--- config.mk ---
export PLATFORM = sky130hd
export DESIGN_NAME = adc_reset_sequencer
export DESIGN_NICKNAME = d
export VERILOG_FILES = /design/src/rtl/adc_seq_pkg.sv /design/src/rtl/adc_reset_sequencer_sync2.sv /design/src/rtl/adc_reset_sequencer.sv
export SDC_FILE = /design/constraint.sdc
export NUM_CORES = 1
export LEC_CHECK = 0
export BUFFER_PORTS_ARGS = -buffer_cell sky130_fd_sc_hd__buf_2
export CORE_UTILIZATION = 60
export CTS_CLUSTER_DIAMETER = 100
export CTS_CLUSTER_SIZE = 40
export DETAILED_ROUTE_END_ITERATION = 8
export GPL_TIMING_DRIVEN = 1
export PLACE_DENSITY_LB_ADDON = 0.2
export SYNTH_ARGS = -nofsm -noshare
export SYNTH_HDL_FRONTEND = slang
export SYNTH_HIERARCHICAL = 1
export SYNTH_SLANG_ARGS = --single-unit
--- constraint.sdc ---
create_clock -name ADC_MCLK -period 2.9 [get_ports ADC_MCLK]
set_clock_uncertainty 0.2 [all_clocks]
set_input_delay 0.435 -clock ADC_MCLK [delete_from_list [all_inputs] [get_ports ADC_MCLK]]
set_output_delay 0.435 -clock ADC_MCLK [all_outputs]
set_load 0.005 [all_outputs]
--- src/rtl/adc_seq_pkg.sv ---
// Shared definitions for the AK5394A reset/calibration sequencer:
// state encoding, default timing constants and counter sizing.
package adc_seq_pkg;

    // Sequencer states; the numeric values are visible on the debug port.
    typedef enum logic [1:0] {
        PWR_WAIT = 2'd0,
        RST      = 2'd1,
        CAL_WAIT = 2'd2,
        RUN      = 2'd3
    } seqState_t;

    // Defaults assume a 12.288 MHz master clock.
    localparam int DEF_NUM_ADC     = 2;
    localparam int DEF_PWR_DELAY   = 13520896;  // ~1.1 s VREF settle
    localparam int DEF_RST_WIDTH   = 4;         // ADC needs at least 3
    localparam int DEF_CAL_MIN     = 16;
    localparam int DEF_CAL_TIMEOUT = 12288000;  // ~1 s

    // One spare bit above the longest interval so a saturating counter
    // can never alias back onto a terminal count.
    function automatic int cntWidth(input int pwrDelay, input int calTimeout);
        int biggest;
        biggest = (pwrDelay > calTimeout) ? pwrDelay : calTimeout;
        return $clog2(biggest) + 1;
    endfunction

endpackage

--- src/rtl/adc_reset_sequencer_sync2.sv ---
// Two-flop synchroniser for asynchronous level inputs, cleared to zero
// while reset is held.
module sync2 #(
    parameter int WIDTH = 1
) (
    input  logic             clk,
    input  logic             nReset,
    input  logic [WIDTH-1:0] asyncIn,
    output logic [WIDTH-1:0] syncOut
);

    logic [WIDTH-1:0] metaReg;
    logic [WIDTH-1:0] syncReg;

    // First stage may go metastable; second stage gives it a cycle to settle.
    always_ff @(posedge clk or negedge nReset) begin
        if (!nReset) begin
            metaReg <= '0;
            syncReg <= '0;
        end else begin
            metaReg <= asyncIn;
            syncReg <= metaReg;
        end
    end

    assign syncOut = syncReg;

endmodule

--- src/rtl/adc_reset_sequencer.sv ---
// Power-on / recalibration sequencer for a bank of AK5394A-class ADCs.
// Waits for VREF to settle, pulses the shared reset, then waits for every
// ADC to finish calibration (or times out and flags the stragglers).
module adc_reset_sequencer
    import adc_seq_pkg::*;
#(
    parameter int NUM_ADC     = DEF_NUM_ADC,
    parameter int PWR_DELAY   = DEF_PWR_DELAY,
    parameter int RST_WIDTH   = DEF_RST_WIDTH,
    parameter int CAL_MIN     = DEF_CAL_MIN,
    parameter int CAL_TIMEOUT = DEF_CAL_TIMEOUT
) (
    input  logic               ADC_MCLK,
    input  logic               ADC_nReset,
    input  logic               recal_req,
    input  logic [NUM_ADC-1:0] ADC_CAL,
    output logic [NUM_ADC-1:0] ADC_RSTN,
    output logic               ready,
    output logic [NUM_ADC-1:0] cal_error,
    output logic [1:0]         state
);

    localparam int CNT_W = cntWidth(PWR_DELAY, CAL_TIMEOUT);

    // Terminal counts: the counter holds the number of cycles already spent
    // in the current state, so "last cycle" is interval-1.
    localparam logic [CNT_W-1:0] PWR_LAST   = CNT_W'(PWR_DELAY - 1);
    localparam logic [CNT_W-1:0] RST_LAST   = CNT_W'(RST_WIDTH - 1);
    localparam logic [CNT_W-1:0] CAL_LAST   = CNT_W'(CAL_TIMEOUT - 1);
    localparam logic [CNT_W-1:0] CAL_SETTLE = CNT_W'(CAL_MIN);
    localparam logic [CNT_W-1:0] CNT_MAX    = '1;

    seqState_t          stateReg;
    seqState_t          stateNext;
    logic [CNT_W-1:0]   cntReg;
    logic [CNT_W-1:0]   cntNext;
    logic               cntRestart;
    logic               errCapture;
    logic               errClear;
    logic [NUM_ADC-1:0] calErrorReg;
    logic [NUM_ADC-1:0] calErrorNext;
    logic [NUM_ADC-1:0] rstnReg;
    logic               readyReg;
    logic               recalSync;
    logic               recalPrev;
    logic               recalEdge;
    logic [NUM_ADC-1:0] calSync;

    sync2 #(.WIDTH(1)) recalSyncInst (
        .clk     (ADC_MCLK),
        .nReset  (ADC_nReset),
        .asyncIn (recal_req),
        .syncOut (recalSync)
    );

    sync2 #(.WIDTH(NUM_ADC)) calSyncInst (
        .clk     (ADC_MCLK),
        .nReset  (ADC_nReset),
        .asyncIn (ADC_CAL),
        .syncOut (calSync)
    );

    // Delayed copy of the synchronised request for rising-edge detection.
    always_ff @(posedge ADC_MCLK or negedge ADC_nReset) begin
        if (!ADC_nReset) begin
            recalPrev <= 1'b0;
        end else begin
            recalPrev <= recalSync;
        end
    end

    assign recalEdge = recalSync & ~recalPrev;

    // Next-state decode; recal outranks the timeout, timeout outranks CAL-low.
    always_comb begin
        stateNext  = stateReg;
        cntRestart = 1'b0;
        errCapture = 1'b0;
        case (stateReg)
            PWR_WAIT: begin
                // Recal requests are deliberately ignored until VREF is up.
                if (cntReg == PWR_LAST) begin
                    stateNext = RST;
                end
            end
            RST: begin
                if (recalEdge) begin
                    cntRestart = 1'b1;
                end else if (cntReg == RST_LAST) begin
                    stateNext = CAL_WAIT;
                end
            end
            CAL_WAIT: begin
                if (recalEdge) begin
                    stateNext = RST;
                end else if (cntReg == CAL_LAST) begin
                    stateNext  = RUN;
                    errCapture = 1'b1;
                end else if ((cntReg >= CAL_SETTLE) && (calSync == '0)) begin
                    stateNext = RUN;
                end
            end
            RUN: begin
                if (recalEdge) begin
                    stateNext = RST;
                end
            end
            default: begin
                stateNext = PWR_WAIT;
            end
        endcase
    end

    // Errors from a previous calibration are dropped as the new reset begins.
    assign errClear = (stateNext == RST) && (stateReg != RST);

    // Per-ADC sticky timeout flags: latch whichever CAL pins are still high.
    for (genvar gi = 0; gi < NUM_ADC; gi++) begin : gCalErr
        assign calErrorNext[gi] = errClear ? 1'b0
                                : (calErrorReg[gi] | (errCapture & calSync[gi]));
    end

    // Cycle counter: zero on every state entry or RST restart, saturates.
    always_comb begin
        cntNext = cntReg;
        if ((stateNext != stateReg) || cntRestart) begin
            cntNext = '0;
        end else if (cntReg != CNT_MAX) begin
            cntNext = cntReg + 1'b1;
        end
    end

    // State, counter and error flag registers.
    always_ff @(posedge ADC_MCLK or negedge ADC_nReset) begin
        if (!ADC_nReset) begin
            stateReg    <= PWR_WAIT;
            cntReg      <= '0;
            calErrorReg <= '0;
        end else begin
            stateReg    <= stateNext;
            cntReg      <= cntNext;
            calErrorReg <= calErrorNext;
        end
    end

    // Pin outputs follow the current state one cycle later, glitch-free.
    always_ff @(posedge ADC_MCLK or negedge ADC_nReset) begin
        if (!ADC_nReset) begin
            rstnReg  <= '0;
            readyReg <= 1'b0;
        end else begin
            rstnReg  <= (stateReg == RST) ? '0 : '1;
            readyReg <= (stateReg == RUN);
        end
    end

    assign ADC_RSTN  = rstnReg;
    assign ready     = readyReg;
    assign cal_error = calErrorReg;
    assign state     = stateReg;

endmodule

==> results.txt <==
- STA classifies the critical path startpoint as a register.
- Cell chosen for the clock root: clkbuf_4
- The number of antenna diodes in the final layout is 0.
- From left edge to right edge, the die measures 60.4 um.
- CTS buffer count: 5
* Sequential group share of total power: 63.6%
- Counting I/O delays and the setup requirement, the final critical path takes 2.62 ns.
* Number of port buffers: 11
- At the pin with the least slew margin, the transition time is 0.817 ns.
* Reg area: 951 um2
- Post_cts resized: 0
* Number of placement rows: 20
* Total Routed Length: 4.27 mm
- Area inside the core boundary: 3150 um2
- Post-route setup TNS: 0 ns
- Fill count: 274
* Number of top-level pins: 12
* Number of endpoints failing setup at the final stage: 0
- The tool flagged a number of max-cap violations equal to 0.
- Counting flops with an async set or reset pin after synthesis yields a share of 100%.
- In the finished design, the share of the clock period the worst path needs comes to about nine tenths.
* Clock slew at reported path FFs: 0.11 ns
- Initial Util: approximately two thirds
- Count of nets left with antenna violations after detail routing: 0
- No sink is reached through more buffers than the 2 on the longest clock path.
* Share of layout cells above drive strength 1: 18.4%
- The synthesized netlist occupies a cell area of between 2000 and 2500 um2.
* Clock power frac: 34.1%
* Avg Cell Area, Syn: 10.3 um2
- Global-route wire length before repair: 7.27 mm
- The detailed router finished its first iteration with 181 violations.
* Clk sink count: 38
* Final estimated routing congestion in global placement: between 0.9 and 1
* Outcome: finished, final reports clean
* Data required time of the worst path: 2.95 ns
* Comb pwr share: 2.3%
- Once detailed placement completed, the half-perimeter wirelength came to 2.97 mm.
* Syn Nets: 206
- Global-route usage over all layers: 28.0%
- Switching Fraction: 22.0%
* Maximum number of pins on one net before global-route repair: 39
* Die Footprint: 3650 um2
- The worst hold path belongs to the class reg2reg.
- Summed over all layers, the global routing overflow is 0.
* Dpl cell area: 2110 um2
- The initial antenna violation count came to 0.
- In this run the worst path has a maximum fanout of 25.
- Cell area after layout: 2210 um2
- Before antenna repair, the detailed router went through 4 iterations.
* Leading post-synthesis cells by cell area: dfrtp_1, xnor2_1, nor2_1
- CP Class: reg2reg
* Count of final hold-check violations: 0
- Detailed routing inserted a total of around 1600 vias.
- Count of synthesis-stage warnings from yosys: 6
* Footprint of the multi-input gates: 1000 um2
- The max-slew violation count was 0.
- Via count of the first global-routing pass: 1581
- Data arrives at the worst endpoint at 2.67 ns.
- For this run, the register share of the synthesized area comes to around 47%.
- In the routed layout, each cell is associated on average with a via count of 6.11.
- Across the VDD grid, the largest voltage drop is a little under 300 uV.
- Area share of the largest cell type after synthesis: 46.5%
- The worst setup path is captured at a register.
* Count of flip-flops with a built-in enable after synthesis: 0
* Total power per unit cell area: ~380 nW/um2
- For the worst-skew pair, the clock arrives at the later sink with an insertion delay of 0.36 ns.
- Vertical die dimension: 60.4 um
- CTS tree: yes
* Number of nets in the finished design: 223
- Top flip-flop cell by instance count after synthesis: dfrtp_1
- In this run, synthesis produced a sequential element count of 38.
- The netlist uses 42 different library cells.
- Hold slack: 0.163 ns
- In the routed design, unresolved DRC markers number 0.
- Setup repair after global routing left no endpoint under its margin.
- Dominant cell type by area after synthesis: dfrtp_1
- CTS built an H-tree with a depth of 2.
- In the synthesized netlist, the number of instances is 199.
- Based on the critical path, the design can be clocked at up to 382 MHz.
- Summed over all cells, the static leakage comes to 0.877 nW.
* Detail-routed net length per standard cell: 16.4 um
- For this design the total switching power over the nets is 0.000186 W.
* Normalized max-slew margin: between 40% and 50%
- The area growth from synthesis to layout is 8.26%.
* Internal: 0.000658 W
-- power groups by stage --
stage          Sequential (W)  Combinational [W]  Clock (W)
2_1_floorplan        0.000546         0.00000237          0
3_3_place_gp         0.000546          0.0000150          0
3_5_place_dp         0.000547          0.0000160          0
4_1_cts              0.000536          0.0000200   0.000291
5_1_grt              0.000537          0.0000227   0.000317
6_report             0.000536          0.0000198   0.000288
-- state kept, by name (all words and copies together) (netlist names) --
signal and count:
cal_error 2, ready 1, ADC_RSTN 1, state 2, recalSyncInst/syncOut 1, recalSyncInst/metaReg 1, recalPrev 1, cntReg 25
calSyncInst/metaReg 2, calSyncInst/syncOut 2
-- cell usage after synthesis (5+ instances only) --
library cell  number
a21oi_1            8
buf_6              5
dfrtp_1           38
nand2_1           11
nand3_1            7
nand4_1            9
nor2_1            27
nor2b_1            5
nor3_1             5
nor4_1             8
xnor2_1           22
-- cells by family (layout without fill, tap and decap cells) --
group | Yosys count | in the layout | synth area share [%]
mux | 1 | 1 | 0.490
flops | 38 | 38 | 46.5
xor+xnor | 22 | 22 | 9.42
buf+inv | 13 | 31 | 4.41
compound gates | 25 | 25 | 9.61
fa+ha+maj | 2 | 2 | 1.22
simple gates | 98 | 98 | 28.3
-- cell type report --
cell class              count  area share (%)
clock buffers               7            2.49
flip-flops and latches     38            43.0
repair buffers             20            5.99
multi-input cells         148            45.3
inverters                   3           0.509
clock inverters             1           0.226
well taps                  44            2.49
-- path summary, 6_finish.rpt --
check	startpoint	endpoint	slack, ns	cells after the start
min reg2reg	calSyncInst/metaReg[0]	calSyncInst/syncOut[0]	0.16	0
max reg2reg	cntReg[13]	cntReg[2]	0.28	6
max in group asynchronous	ADC_nReset	cntReg[15]	1.47	2
max	cntReg[13]	cntReg[2]	0.28	6
min in group asynchronous	ADC_nReset	cntReg[9]	0.51	2
min	calSyncInst/metaReg[0]	calSyncInst/syncOut[0]	0.16	0
-- stage by stage --
stage / setup WS [ns] / utilization [%] / cells / total power, W
3_3_place_gp: 0.435 / 67.0 / 249 / 0.000561
4_1_cts: 0.298 / 70.2 / 261 / 0.000848
5_1_grt: 0.169 / 70.2 / 261 / 0.000877
3_5_place_dp: 0.324 / 67.0 / 249 / 0.000563
2_1_floorplan: 0.517 / - / 199 / 0.000549
6_report: 0.282 / 70.2 / 261 / 0.000844
-- per-layer routing --
| metal | vias to the layer above | wire length, um | track usage (%) |
|---|---|---|---|
| met3 | 9 | 231 | 7.25 |
| met2 | 73 | 2210 | 47.1 |
| met4 | 0 | 70 | 9.30 |
| met1 | 770 | 1760 | 35.1 |
| met5 | - | 0 | 0 |
| li1 | 743 | - | - |
-- what timing repair did --
action	in CTS	in global routing
hold buffers	4	0
endpoints found under the hold margin	41	0
setup buffers	0	0
-- cell usage in the layout, fill, tap and decap left out, types with 5 or more instances in the layout --
master	count
nor3_1	5
nand3_1	7
buf_2	11
xnor2_1	22
buf_4	5
nand4_1	9
dfrtp_1	38
nor4_1	8
nand2_1	11
nor2b_1	5
clkbuf_4	5
a21oi_1	8
nor2_1	27
-- worst max-delay path: stages (launching register included) --
cell	delay, ns
dfrtp_1	0.48
or4_4	0.57
or2_2	0.31
o21ai_1	0.28
a211oi_4	0.10
buf_4	0.24
a2111oi_2	0.32
Power figures use the tool's default switching activity.
